**src/rtl/sram_port_arbiter_pkg.sv**
```systemverilog
// Shared types and constants for the SRAM port arbiter.
package sram_port_arbiter_pkg;

   localparam int unsigned ADDR_W             = 16;
   localparam int unsigned DATA_W             = 32;
   localparam int unsigned ARB_STARVE_DEFAULT = 8;
   localparam int unsigned STARVE_CNT_W       = 8;

   typedef enum logic [1:0] {
      ARB_OWNER_NONE = 2'd0,
      ARB_OWNER_CPU  = 2'd1,
      ARB_OWNER_DMA  = 2'd2
   } arb_owner_e;

endpackage

```
**src/rtl/sram_port_arbiter_if.sv**
```systemverilog
// CPU, DMA and SRAM-macro signals of the arbiter, grouped as one bus.
interface sram_port_arbiter_if;
   import sram_port_arbiter_pkg::*;

   logic              cpu_req;
   logic              cpu_we;
   logic [ADDR_W-1:0] cpu_addr;
   logic [DATA_W-1:0] cpu_di;
   logic              cpu_gnt;
   logic              cpu_rvalid;
   logic [DATA_W-1:0] cpu_rdata;

   logic              dma_req;
   logic              dma_we;
   logic [ADDR_W-1:0] dma_addr;
   logic [DATA_W-1:0] dma_di;
   logic              dma_gnt;
   logic              dma_rvalid;
   logic [DATA_W-1:0] dma_rdata;

   logic [ADDR_W-1:0] sram_ADDR;
   logic [DATA_W-1:0] sram_DI;
   logic              sram_EN;
   logic              sram_WE;
   logic [DATA_W-1:0] sram_DO;

   modport slave (
      input  cpu_req, cpu_we, cpu_addr, cpu_di,
      output cpu_gnt, cpu_rvalid, cpu_rdata,
      input  dma_req, dma_we, dma_addr, dma_di,
      output dma_gnt, dma_rvalid, dma_rdata,
      output sram_ADDR, sram_DI, sram_EN, sram_WE,
      input  sram_DO
   );

   modport master (
      output cpu_req, cpu_we, cpu_addr, cpu_di,
      input  cpu_gnt, cpu_rvalid, cpu_rdata,
      output dma_req, dma_we, dma_addr, dma_di,
      input  dma_gnt, dma_rvalid, dma_rdata,
      input  sram_ADDR, sram_DI, sram_EN, sram_WE,
      output sram_DO
   );

endinterface

```
**src/rtl/sram_port_arbiter_starve_counter.sv**
```systemverilog
// Saturating count of consecutive DMA-denied cycles; flags a forced DMA slot at the limit.
module arb_starve_counter
   import sram_port_arbiter_pkg::*;
#(
   parameter int unsigned LIMIT = ARB_STARVE_DEFAULT
) (
   input  logic clk,
   input  logic reset,
   input  logic inc,
   input  logic clr,
   output logic force_slot
);

   logic [STARVE_CNT_W-1:0] cnt;

   always_ff @(posedge clk) begin
      if (reset || clr)
         cnt <= '0;
      else if (inc && (cnt < STARVE_CNT_W'(LIMIT)))
         cnt <= cnt + 1'b1;
   end

   assign force_slot = (cnt >= STARVE_CNT_W'(LIMIT));

endmodule

```
**src/rtl/sram_port_arbiter.sv**
```systemverilog
// CPU/DMA arbiter for the single-port SRAM: CPU priority, starvation-forced DMA slots,
// read data routed back to the issuing side, stall statistics.
module sram_port_arbiter
   import sram_port_arbiter_pkg::*;
#(
   parameter int unsigned STARVE_LIMIT = ARB_STARVE_DEFAULT,
   parameter int unsigned CNT_W        = 32
) (
   input  logic             clk,
   input  logic             reset,
   sram_port_arbiter_if.slave bus,
   output logic             starve_force,
   output logic [CNT_W-1:0] cpu_stall_cnt,
   output logic [CNT_W-1:0] dma_stall_cnt
);

   logic              force_slot;
   logic              cpu_gnt;
   logic              dma_gnt;
   logic              cpu_rvalid;
   logic              dma_rvalid;
   arb_owner_e        rd_owner;
   logic [DATA_W-1:0] cpu_rdata_q;
   logic [DATA_W-1:0] dma_rdata_q;

   arb_starve_counter #(
      .LIMIT (STARVE_LIMIT)
   ) u_starve (
      .clk        (clk),
      .reset      (reset),
      .inc        (bus.dma_req && !dma_gnt),
      .clr        (dma_gnt || !bus.dma_req),
      .force_slot (force_slot)
   );

   always_comb begin
      cpu_gnt = 1'b0;
      dma_gnt = 1'b0;
      if (!reset) begin
         if (force_slot && bus.dma_req)
            dma_gnt = 1'b1;
         else if (bus.cpu_req)
            cpu_gnt = 1'b1;
         else if (bus.dma_req)
            dma_gnt = 1'b1;
      end
   end

   always_comb begin
      bus.sram_ADDR = '0;
      bus.sram_DI   = '0;
      bus.sram_WE   = 1'b0;
      if (cpu_gnt) begin
         bus.sram_ADDR = bus.cpu_addr;
         bus.sram_DI   = bus.cpu_di;
         bus.sram_WE   = bus.cpu_we;
      end else if (dma_gnt) begin
         bus.sram_ADDR = bus.dma_addr;
         bus.sram_DI   = bus.dma_di;
         bus.sram_WE   = bus.dma_we;
      end
   end

   assign bus.sram_EN = cpu_gnt || dma_gnt;
   assign bus.cpu_gnt = cpu_gnt;
   assign bus.dma_gnt = dma_gnt;
   assign starve_force = force_slot && bus.dma_req && !reset;

   always_ff @(posedge clk) begin
      if (reset)
         rd_owner <= ARB_OWNER_NONE;
      else if (cpu_gnt && !bus.cpu_we)
         rd_owner <= ARB_OWNER_CPU;
      else if (dma_gnt && !bus.dma_we)
         rd_owner <= ARB_OWNER_DMA;
      else
         rd_owner <= ARB_OWNER_NONE;
   end

   // SRAM data arrives in the rvalid cycle, so it is passed through then and held afterwards.
   assign cpu_rvalid = (rd_owner == ARB_OWNER_CPU) && !reset;
   assign dma_rvalid = (rd_owner == ARB_OWNER_DMA) && !reset;

   always_ff @(posedge clk) begin
      if (reset) begin
         cpu_rdata_q <= '0;
         dma_rdata_q <= '0;
      end else begin
         if (cpu_rvalid)
            cpu_rdata_q <= bus.sram_DO;
         if (dma_rvalid)
            dma_rdata_q <= bus.sram_DO;
      end
   end

   assign bus.cpu_rvalid = cpu_rvalid;
   assign bus.dma_rvalid = dma_rvalid;
   assign bus.cpu_rdata  = cpu_rvalid ? bus.sram_DO : cpu_rdata_q;
   assign bus.dma_rdata  = dma_rvalid ? bus.sram_DO : dma_rdata_q;

   always_ff @(posedge clk) begin
      if (reset) begin
         cpu_stall_cnt <= '0;
         dma_stall_cnt <= '0;
      end else begin
         if (bus.cpu_req && !cpu_gnt)
            cpu_stall_cnt <= cpu_stall_cnt + 1'b1;
         if (bus.dma_req && !dma_gnt)
            dma_stall_cnt <= dma_stall_cnt + 1'b1;
      end
   end

endmodule

```
**src/flat_wrapper.sv**
```systemverilog
// flat-port wrapper written by rule: the top's interface ports become plain ports
module sram_port_arbiter_flat import sram_port_arbiter_pkg::*;
#(
   parameter int unsigned STARVE_LIMIT = ARB_STARVE_DEFAULT,
   parameter int unsigned CNT_W        = 32
)
  (clk, reset, starve_force, cpu_stall_cnt, dma_stall_cnt, bus_cpu_req, bus_cpu_we, bus_cpu_addr, bus_cpu_di, bus_cpu_gnt, bus_cpu_rvalid, bus_cpu_rdata, bus_dma_req, bus_dma_we, bus_dma_addr, bus_dma_di, bus_dma_gnt, bus_dma_rvalid, bus_dma_rdata, bus_sram_ADDR, bus_sram_DI, bus_sram_EN, bus_sram_WE, bus_sram_DO);
  sram_port_arbiter_if bus_i ();
  input  logic clk;
  input  logic reset;
  output logic starve_force;
  output logic [CNT_W-1:0] cpu_stall_cnt;
  output logic [CNT_W-1:0] dma_stall_cnt;
  input wire logic [$bits(bus_i.cpu_req)-1:0] bus_cpu_req;
  input wire logic [$bits(bus_i.cpu_we)-1:0] bus_cpu_we;
  input wire logic [$bits(bus_i.cpu_addr)-1:0] bus_cpu_addr;
  input wire logic [$bits(bus_i.cpu_di)-1:0] bus_cpu_di;
  output wire logic [$bits(bus_i.cpu_gnt)-1:0] bus_cpu_gnt;
  output wire logic [$bits(bus_i.cpu_rvalid)-1:0] bus_cpu_rvalid;
  output wire logic [$bits(bus_i.cpu_rdata)-1:0] bus_cpu_rdata;
  input wire logic [$bits(bus_i.dma_req)-1:0] bus_dma_req;
  input wire logic [$bits(bus_i.dma_we)-1:0] bus_dma_we;
  input wire logic [$bits(bus_i.dma_addr)-1:0] bus_dma_addr;
  input wire logic [$bits(bus_i.dma_di)-1:0] bus_dma_di;
  output wire logic [$bits(bus_i.dma_gnt)-1:0] bus_dma_gnt;
  output wire logic [$bits(bus_i.dma_rvalid)-1:0] bus_dma_rvalid;
  output wire logic [$bits(bus_i.dma_rdata)-1:0] bus_dma_rdata;
  output wire logic [$bits(bus_i.sram_ADDR)-1:0] bus_sram_ADDR;
  output wire logic [$bits(bus_i.sram_DI)-1:0] bus_sram_DI;
  output wire logic [$bits(bus_i.sram_EN)-1:0] bus_sram_EN;
  output wire logic [$bits(bus_i.sram_WE)-1:0] bus_sram_WE;
  input wire logic [$bits(bus_i.sram_DO)-1:0] bus_sram_DO;
  assign bus_i.cpu_req = bus_cpu_req;
  assign bus_i.cpu_we = bus_cpu_we;
  assign bus_i.cpu_addr = bus_cpu_addr;
  assign bus_i.cpu_di = bus_cpu_di;
  assign bus_cpu_gnt = bus_i.cpu_gnt;
  assign bus_cpu_rvalid = bus_i.cpu_rvalid;
  assign bus_cpu_rdata = bus_i.cpu_rdata;
  assign bus_i.dma_req = bus_dma_req;
  assign bus_i.dma_we = bus_dma_we;
  assign bus_i.dma_addr = bus_dma_addr;
  assign bus_i.dma_di = bus_dma_di;
  assign bus_dma_gnt = bus_i.dma_gnt;
  assign bus_dma_rvalid = bus_i.dma_rvalid;
  assign bus_dma_rdata = bus_i.dma_rdata;
  assign bus_sram_ADDR = bus_i.sram_ADDR;
  assign bus_sram_DI = bus_i.sram_DI;
  assign bus_sram_EN = bus_i.sram_EN;
  assign bus_sram_WE = bus_i.sram_WE;
  assign bus_i.sram_DO = bus_sram_DO;
  sram_port_arbiter #(.STARVE_LIMIT(STARVE_LIMIT), .CNT_W(CNT_W)) u_core (.clk(clk), .reset(reset), .bus(bus_i), .starve_force(starve_force), .cpu_stall_cnt(cpu_stall_cnt), .dma_stall_cnt(dma_stall_cnt));
endmodule
```
**config.mk**
```make
export PLATFORM = sky130hd
export DESIGN_NAME = sram_port_arbiter_flat
export DESIGN_NICKNAME = d
export VERILOG_FILES = /design/src/rtl/sram_port_arbiter_pkg.sv /design/src/rtl/sram_port_arbiter_if.sv /design/src/rtl/sram_port_arbiter_starve_counter.sv /design/src/rtl/sram_port_arbiter.sv /design/src/flat_wrapper.sv
export SDC_FILE = /design/constraint.sdc
export NUM_CORES = 1
export LEC_CHECK = 0
export ABC_AREA = 0
export BUFFER_PORTS_ARGS = -buffer_cell sky130_fd_sc_hd__buf_4
export CORE_MARGIN = 3
export CORE_UTILIZATION = 47
export DETAILED_ROUTE_END_ITERATION = 12
export PLACE_DENSITY = 0.9
export SLEW_MARGIN = 20
export SYNTH_ARGS = -nofsm -noshare
export SYNTH_HDL_FRONTEND = slang
export SYNTH_SLANG_ARGS = --single-unit
```
**constraint.sdc**
```tcl
create_clock -name clk -period 2.4 [get_ports clk]
set_input_delay 0.24 -clock clk [delete_from_list [all_inputs] [get_ports clk]]
set_output_delay 0.24 -clock clk [all_outputs]
set_load 0.01 [all_outputs]
```
==> impl_metrics.tcl, run 1 <==
set metrics [dict create \
    outcome "finished, final reports clean" \
    p_leak_uw 0.00447 \
    num_rows 43 \
    cap_violations 0 \
    fin_skew_ns 0.00812 \
    final_common_cell "buf_4" \
    drt_wl_total_um 21700 \
    htreeDepth 4 \
    crit_path_start_kind "register" \
    cts.sinks 138 \
    first_pass_iters 6 \
    fin_crit_sh 0.976 \
    power.density_nw_per_um2 576 \
    rsz0062_at_grt "yes" \
    die_height_um 126 \
    finalHoldViolCount 0 \
    slew_headroom 0.461 \
    cts_tree "built" \
    grt_overflow_total 0 \
    p_total_uw 5860 \
    ys_types 51 \
    io_buffers 316 \
    core_area_um2 14000 \
    fin_ws_ns 0.0575 \
    area_growth_pct 50.6 \
    vias 6708 \
    ir_drop_mv 0.509 \
    clock.fmax_ghz 0.427 \
    critPathKind "reg -> out" \
    ys_ff_latch 138 \
    final_cell_mix "buf_4, dfxtp_1, nor2b_1, mux2_2, a22o_1" \
    fin_cells 1212 \
    avgViaCountPerCell 5.53 \
    clkTransAtPathRegs_ns 0.06 \
    ys_warn_count 0 \
    drv_slew 0 \
    syn-cell-area_um2 6760 \
    global_route.usage.total 0.257 \
    cp-end-kind "output port" \
    synth-edff-count 0 \
    drive_above_1_share 0.465 \
    fin_util 0.728 \
    routedWlPerCell_um 17.9 \
    place_congestion 0.868 \
    syn_inst 703 \
    rrSetupSlack_ns 0.17 \
    pin_count 317 \
    hp-class "in -> reg" \
    dp_hpwl_um 15500 \
    grt_max_degree 56 \
    arrival_ns 2.10 \
    async_reset_ff_frac 0 \
    dieArea_um2 15900 \
    reg2reg_depth 5 \
    finalSetupViolCount 0 \
    dp.cells 1172 \
    drt-initial-drc-count 417 \
    cp_cell_sequence "or4b_4 -> o32ai_4 -> buf_12 -> clkbuf_16 -> a22o_1 -> buf_4" \
    ys.flop_type "dfxtp_1" \
    start_util 0.483 \
    fillCellCount 1052 \
    ant_nets 0 \
    critical_path.max_stage_delay_ns 0.56 \
    crit_fanout 12 \
    diodes 0 \
    hold_slack_ns 0.195 \
    holdPathStages 3 \
    cts-buffers-inserted 17 \
    dp_slack_ns 0.155 \
    avgSynthCellArea_um2 9.61 \
    worst_slew_pin_slew_ns 0.809 \
    cts.path.max_buffers 2 \
    grt_pass1_wl_um 33300 \
    fin_crit_ns 2.34 \
    clk_latency_ns 0.42 \
    cts-root-buf "clkbuf_16" \
    crit_required_ns 2.16 \
    yosysSeqAreaShare 0.409 \
    fp.dieW_um 126 \
    first_global_vias 6575 \
    crit_path_top_delay_cell "or4b_4" \
    drc 0 \
    antenna_found_initial 0 \
    nets 1157 \
]
logic make-up after synthesis:
logic type / after synthesis / share of synthesized area
flip-flops: 138 / 0.409
multiplexers: 89 / 0.148
AO/OA/AOI/OAI: 124 / 0.132
adder cells (fa/ha/maj): 4 / 0.00741
AND/OR/NAND/NOR: 279 / 0.253
other: 1 / 0.000555
buffers and inverters: 60 / 0.0396
XOR/XNOR: 8 / 0.0104
final cells by class:
cell class              count  area, um^2  area share
repair buffers            344        2700       0.265
inverters                   9        33.8     0.00332
multi-input cells         509        3810       0.374
well taps                 180         225      0.0221
flip-flops and latches    138        2760       0.272
clock buffers              20         447      0.0439
clock inverters            12         196      0.0193
worst max-delay path, delay by kind of cell, from the launching register on:
family,cells,cell delay (ns)
compound gates,2,0.31
buf+inv,3,0.46
flops,1,0.36
simple gates,1,0.56
state kept, by name (all words and copies together) (netlist names):
register,count
u_core.cpu_rdata_q,32
u_core.cpu_stall_cnt,32
u_core.dma_rdata_q,32
u_core.dma_stall_cnt,32
u_core.rd_owner,2
u_core.u_starve.cnt,8
Yosys cell counts (18+ instances only):
cell	count	area share
o31ai_1	23	0.026
nand3_1	19	0.014
mux2_2	81	0.13
a22o_1	49	0.064
dfxtp_1	138	0.41
nor2_1	40	0.022
a21oi_1	33	0.024
buf_2	19	0.014
nand2_1	21	0.012
nor2b_1	88	0.081
clkbuf_1	24	0.013
or4_1	23	0.026
nand4_1	18	0.017
timing repair:
action	in CTS	in global routing
endpoints found under the setup margin	29	51
resized for setup	2	6
pin swaps	1	1
hold buffers	2	0
gates cloned	1	3
endpoints found under the hold margin	2	0
setup buffers	0	2
stage by stage:
step	setup TNS (ns)	cell area (um^2)
after floorplan	0	6770
after global placement	0	9380
after detailed placement	0	9380
after CTS	0	10100
after global routing	-0.0328	10200
final	0	10200
layer usage:
metal	vias up	track usage	share of wire
met2	300	0.464	0.51
met4	0	0.116	0.037
met3	53	0.0878	0.092
li1	3234	-	-
met1	3121	0.269	0.36
met5	-	0	0
worst paths after layout:
| kind | from | to |
|---|---|---|
| hold / removal | bus_sram_DO[2] | u_core.cpu_rdata_q[2] |
| setup reg to reg | u_core.cpu_stall_cnt[0] | u_core.cpu_stall_cnt[30] |
| hold reg to reg | u_core.u_starve.cnt[0] | u_core.u_starve.cnt[0] |
| setup / recovery | u_core.u_starve.cnt[5] | bus_sram_ADDR[10] |
power breakdown:
| part | switching (uW) | internal, uW | total, uW |
|---|---|---|---|
| logic | 305 | 387 | 692 |
| registers | 16.2 | 2320 | 2330 |
| clock network | 965 | 1870 | 2830 |
| total | 1290 | 4570 | 5860 |
Power figures use the tool's default switching activity.
==> run 2, diff against run 1 <==
- CORE_UTILIZATION: 47 -> 43
- PLACE_DENSITY: 0.9 -> 0.87
- clock period: 2.4 -> 2 ns (I/O delays scaled with it)
==> run 2 against run 1 <==
The run now ends with setup timing left. Core utilization up 3.0 points. Power up 20%. Routed wire length grew 25%. Clock skew rose by 0.0060 ns. Sequential share of layout area decreased by 3.0 points. Worst hold slack lost 0.053 ns. Sequential power rose by 20%. Highest routed layer unchanged.
==> impl_metrics.tcl, run 2 (synthesized netlist as in run 1, its figures left out) <==
set metrics [dict create \
    reg2reg_depth 5 \
    clk_latency_ns 0.42 \
    violations "setup timing" \
    crit_path_top_delay_cell "or4b_4" \
    clkTransAtPathRegs_ns 0.07 \
    fin_crit_ns 2.31 \
    first_global_vias 7065 \
    drt_wl_total_um 27100 \
    avgViaCountPerCell 5.57 \
    critical_path_depth 6 \
    grt_max_degree 116 \
    rrSetupSlack_ns 0 \
    worst_slew_pin_slew_ns 0.670 \
    outcome "finished, violations left" \
    pin_count 317 \
    hold_slack_ns 0.142 \
    cts.sinks 138 \
    reg2reg_from "u_core.cpu_stall_cnt[1]" \
    critical_path.max_stage_delay_ns 0.54 \
    vias 7311 \
    fin_crit_sh 1.16 \
    first_pass_iters 5 \
    crit_required_ns 1.80 \
    min_from "bus_sram_DO[17]" \
    arrival_ns 2.11 \
    io_buffers 316 \
    drt-initial-drc-count 574 \
    nets 1228 \
    core_area_um2 15300 \
    rsz0062_at_grt "yes" \
    slew_headroom 0.542 \
    final_common_cell "buf_4" \
    diodes 0 \
    drc 0 \
    holdPathEnd "u_core.dma_rdata_q[17]" \
    finalHoldViolCount 0 \
    r2r-end "u_core.cpu_stall_cnt[30]" \
    p_total_uw 7050 \
    ir_drop_mv 0.603 \
    fin_ws_ns -0.315 \
    cts-buffers-inserted 17 \
    grt_overflow_total 0 \
    fp.dieW_um 131 \
    critPathKind "reg -> out" \
    path_common_cell "buf_4" \
    area_growth_pct 71.8 \
    cts.path.max_buffers 2 \
    power.density_nw_per_um2 607 \
    drive_above_1_share 0.527 \
    path_buf_inv 3 \
    fillCellCount 991 \
    cp-end-kind "output port" \
    clock.fmax_ghz 0.432 \
    cts_tree "built" \
    drv_slew 0 \
    ant_nets 0 \
    dieArea_um2 17300 \
    die_height_um 131 \
    hp-class "in -> reg" \
    crit_fanout 11 \
    finalSetupViolCount 92 \
    crit_path_start_kind "register" \
    final_cell_mix "buf_4, dfxtp_1, nor2b_1, buf_6, mux2_4" \
    routedWlPerCell_um 20.7 \
    dp_slack_ns -0.0454 \
    cap_violations 0 \
    place_congestion 0.861 \
    num_rows 45 \
    global_route.usage.total 0.268 \
    holdPathStages 3 \
    grt_pass1_wl_um 37900 \
    dp_hpwl_um 15900 \
    fin_skew_ns 0.0141 \
    htreeDepth 4 \
    critPathTopFamily "simple AND/OR/NAND/NOR gates" \
    cts-root-buf "clkbuf_16" \
    cp_cell_sequence "or4b_4 -> o32ai_4 -> buf_4 -> clkbuf_16 -> a22o_1 -> buf_4" \
    antenna_found_initial 0 \
    start_util 0.441 \
    p_leak_uw 0.00506 \
]
==> run 2: cell types whose count changed in the layout (fill, tap and decap cells not counted), moves of 3 or more <==
cell | previous run | this run
dfxtp_2 | 1 | 11
nor4_2 | 4 | 7
inv_6 | 0 | 4
nor4_1 | 12 | 6
mux2_2 | 81 | 16
buf_16 | 0 | 6
mux2_4 | 0 | 65
buf_6 | 1 | 67
buf_4 | 333 | 323
nor4_4 | 0 | 3
buf_12 | 6 | 10
dfxtp_4 | 0 | 6
clkbuf_16 | 19 | 24
dfxtp_1 | 137 | 121
==> run 2: timing repair <==
action	4_1_cts	5_1_grt
gates cloned	6	9
gates resized for setup	92	87
pin swaps	4	10
endpoints found under the hold margin	2	0
endpoints found under the setup margin	120	140
hold buffers	2	0
setup buffers	10	15
==> run 2: cell type report <==
| class | count | area (um^2) | area share |
|---|---|---|---|
| tap | 211 | 264 | 0.0227 |
| inverter | 9 | 33.8 | 0.00291 |
| multi-input combinational | 509 | 4180 | 0.360 |
| clock buffer | 17 | 425 | 0.0366 |
| sequential | 138 | 2800 | 0.241 |
| timing repair buffer | 415 | 3740 | 0.322 |
| clock inverter | 14 | 168 | 0.0144 |
==> run 2: where the power goes <==
group          internal [uW]  switching, uW  total [uW]
sequential              2780           20.2        2800
clock                   1960           1280        3240
combinational            578            439        1020
==> run 2: metal layers <==
| metal | global-route usage | vias up | routed length [um] |
|---|---|---|---|
| met4 | 0.0834 | 0 | 467 |
| met1 | 0.291 | 3537 | 10100 |
| met2 | 0.483 | 370 | 14000 |
| li1 | - | 3356 | - |
| met3 | 0.101 | 48 | 2540 |
| met5 | 0 | - | 0 |
==> run 2: how the worst max path moves through the flow <==
| stage | from | slack, ns | end |
|---|---|---|---|
| after floorplan | u_core.dma_stall_cnt[7] | 0.005 | u_core.dma_stall_cnt[27] |
| after global placement | u_core.cpu_stall_cnt[0] | 0.05 | u_core.cpu_stall_cnt[28] |
| after detailed placement | u_core.u_starve.cnt[3] | -0.05 | u_core.dma_stall_cnt[31] |
| after CTS | u_core.u_starve.cnt[4] | -0.31 | bus_sram_DI[2] |
| after global routing | u_core.u_starve.cnt[4] | -0.38 | bus_sram_DI[23] |
| final | u_core.u_starve.cnt[4] | -0.31 | bus_sram_DI[23] |
==> run 2: metrics by stage <==
| step | TNS [ns] | std cells | instance area, um^2 | utilization |
|---|---|---|---|---|
| 2_1_floorplan | 0 | 706 | 6790 | - |
| 3_3_place_gp | 0 | 1240 | 9740 | 0.636 |
| 3_5_place_dp | -0.0961 | 1240 | 9740 | 0.636 |
| 4_1_cts | -13.58 | 1289 | 10900 | 0.714 |
| 5_1_grt | -20.29 | 1313 | 11600 | 0.758 |
| 6_report | -13.88 | 1313 | 11600 | 0.758 |
==> run 2: worst reg2reg max path, delay by kind of cell, from the launching register on <==
family / cells / cell delay [ns]
fa+ha+maj: 1 / 0.15
flops: 1 / 0.36
mux: 1 / 0.33
simple gates: 3 / 1.06
==> run 3, diff against run 2 <==
- SETUP_SLACK_MARGIN: unset -> 0.05
- SLEW_MARGIN: 20 -> 15
==> run 3 against run 2 <==
The run still ends with setup timing left. Clock-buffer cell count grew 1. Clock power grew 2%. Fmax shrank 0.20%. Sequential share of layout area shrank 0.41 points. Via count grew 2.9%. Routed wire length grew 5.1%. Worst hold slack gained 0.014 ns. Sequential power is essentially flat. Combinational power is essentially flat. Core utilization grew 1.2 points. Clock skew shrank 0.0026 ns. Highest routed layer unchanged.
==> impl_metrics.tcl, run 3 (synthesized netlist as in run 1, its figures left out) <==
set metrics [dict create \
    fin_ws_ns -0.319 \
    hp-class "in -> reg" \
    drc 0 \
    arrival_ns 2.12 \
    fin_crit_ns 2.32 \
    cp-end-kind "output port" \
    antenna_found_initial 0 \
    cts.path.max_buffers 2 \
    final_cell_mix "buf_4, dfxtp_1, nor2b_1, buf_6, mux2_4" \
    slew_headroom 0.315 \
    fillCellCount 934 \
    cts_tree "built" \
    drt_wl_total_um 28500 \
    worst_slew_pin_slew_ns 1.03 \
    grt_overflow_total 0 \
    first_global_vias 7466 \
    avgViaCountPerCell 5.69 \
    grt_pass1_wl_um 40900 \
    routedWlPerCell_um 21.6 \
    dp.cells 1242 \
    cts-buffers-inserted 17 \
    p_leak_uw 0.00513 \
    rsz0062_at_grt "yes" \
    cts-root-buf "clkbuf_16" \
    final_common_cell "buf_4" \
    num_rows 45 \
    core_area_um2 15300 \
    drv_slew 0 \
    clkTransAtPathRegs_ns 0.07 \
    crit_required_ns 1.80 \
    hold_slack_ns 0.156 \
    dieArea_um2 17300 \
    finalSetupViolCount 92 \
    dp_hpwl_um 16000 \
    violations "setup timing" \
    critPathKind "reg -> out" \
    global_route.usage.total 0.295 \
    cap_violations 0 \
    first_pass_iters 5 \
    die_height_um 131 \
    outcome "finished, violations left" \
    finalInstanceArea_um2 11800 \
    area_growth_pct 74.6 \
    crit_fanout 7 \
    fin_crit_sh 1.16 \
    vias 7523 \
    clk_latency_ns 0.43 \
    htreeDepth 4 \
    start_util 0.441 \
    fp.dieW_um 131 \
    ant_nets 0 \
    grt_max_degree 83 \
    finalHoldViolCount 0 \
    nets 1237 \
    fin_skew_ns 0.0115 \
    diodes 0 \
    pin_count 317 \
    drt-initial-drc-count 543 \
    ir_drop_mv 0.756 \
    place_congestion 0.860 \
    fin_cells 1322 \
    cts.sinks 138 \
    place_area_um2 9720 \
    crit_path_start_kind "register" \
    power.density_nw_per_um2 606 \
    io_buffers 316 \
    clock.fmax_ghz 0.431 \
    drive_above_1_share 0.542 \
]
## run 3: cell types whose count changed in the layout (fill, tap and decap cells not counted), sizes merged
cell	delta
inv	-2
clkinvlp	+1
clkbuf	-3
buf	+13
## run 3: path summary, 6_finish.rpt
check	end	startpoint	slack, ns	cells after the start
min	u_core.dma_rdata_q[15]	bus_sram_DO[15]	0.16	3
max reg2reg	u_core.dma_stall_cnt[21]	u_core.u_starve.cnt[4]	-0.13	6
max	bus_sram_DI[29]	u_core.u_starve.cnt[4]	-0.32	6
min reg2reg	u_core.u_starve.cnt[0]	u_core.u_starve.cnt[0]	0.47	1
## run 3: per-layer routing
metal | track usage | vias up | wire [um]
met2 | 0.519 | 474 | 14300
met3 | 0.106 | 108 | 2670
met4 | 0.160 | 0 | 1400
li1 | - | 3392 | -
met5 | 0 | - | 0
met1 | 0.308 | 3549 | 10100
## run 3: area by class of cell
class,count,area (um^2),area share
inverters,9,33.8,0.00286
repair buffers,424,3850,0.326
flip-flops and latches,138,2800,0.237
clock inverters,13,169,0.0143
clock buffers,18,439,0.0372
multi-input cells,509,4240,0.360
well taps,211,264,0.0224
## run 3: worst max-delay path, stage by stage (launching register included)
cell,delay (ns)
dfxtp_4,0.34
or4b_4,0.54
o32ai_4,0.22
buf_6,0.20
buf_16,0.13
a22o_1,0.14
buf_4,0.13
## run 3: power by group
part | internal, uW | total, uW | switching, uW | leakage (uW)
clock | 2000 | 3300 | 1310 | 0.000285
combinational | 595 | 1040 | 447 | 0.00372
sequential | 2780 | 2800 | 19.0 | 0.00112
## run 3: metrics by stage
| stage | total power [uW] | setup TNS (ns) | setup slack [ns] | util |
|---|---|---|---|---|
| 3_3_place_gp | 3640 | 0 | 0.0202 | 0.635 |
| 4_1_cts | 7050 | -16.35 | -0.337 | 0.745 |
| 3_5_place_dp | 3660 | -0.000699 | -0.000699 | 0.635 |
| 2_1_floorplan | 3190 | 0 | 0.0500 | - |
| 6_report | 7140 | -15.33 | -0.319 | 0.770 |
| 5_1_grt | 7330 | -21.28 | -0.374 | 0.770 |
## run 3: timing repair
item / CTS / global route
cloned: 12 / 4
hold endpoints to repair: 2 / 0
hold buffers: 2 / 0
pin swaps: 6 / 18
resized for setup: 165 / 42
endpoints found under the setup margin: 129 / 148
buffers inserted: 14 / 20
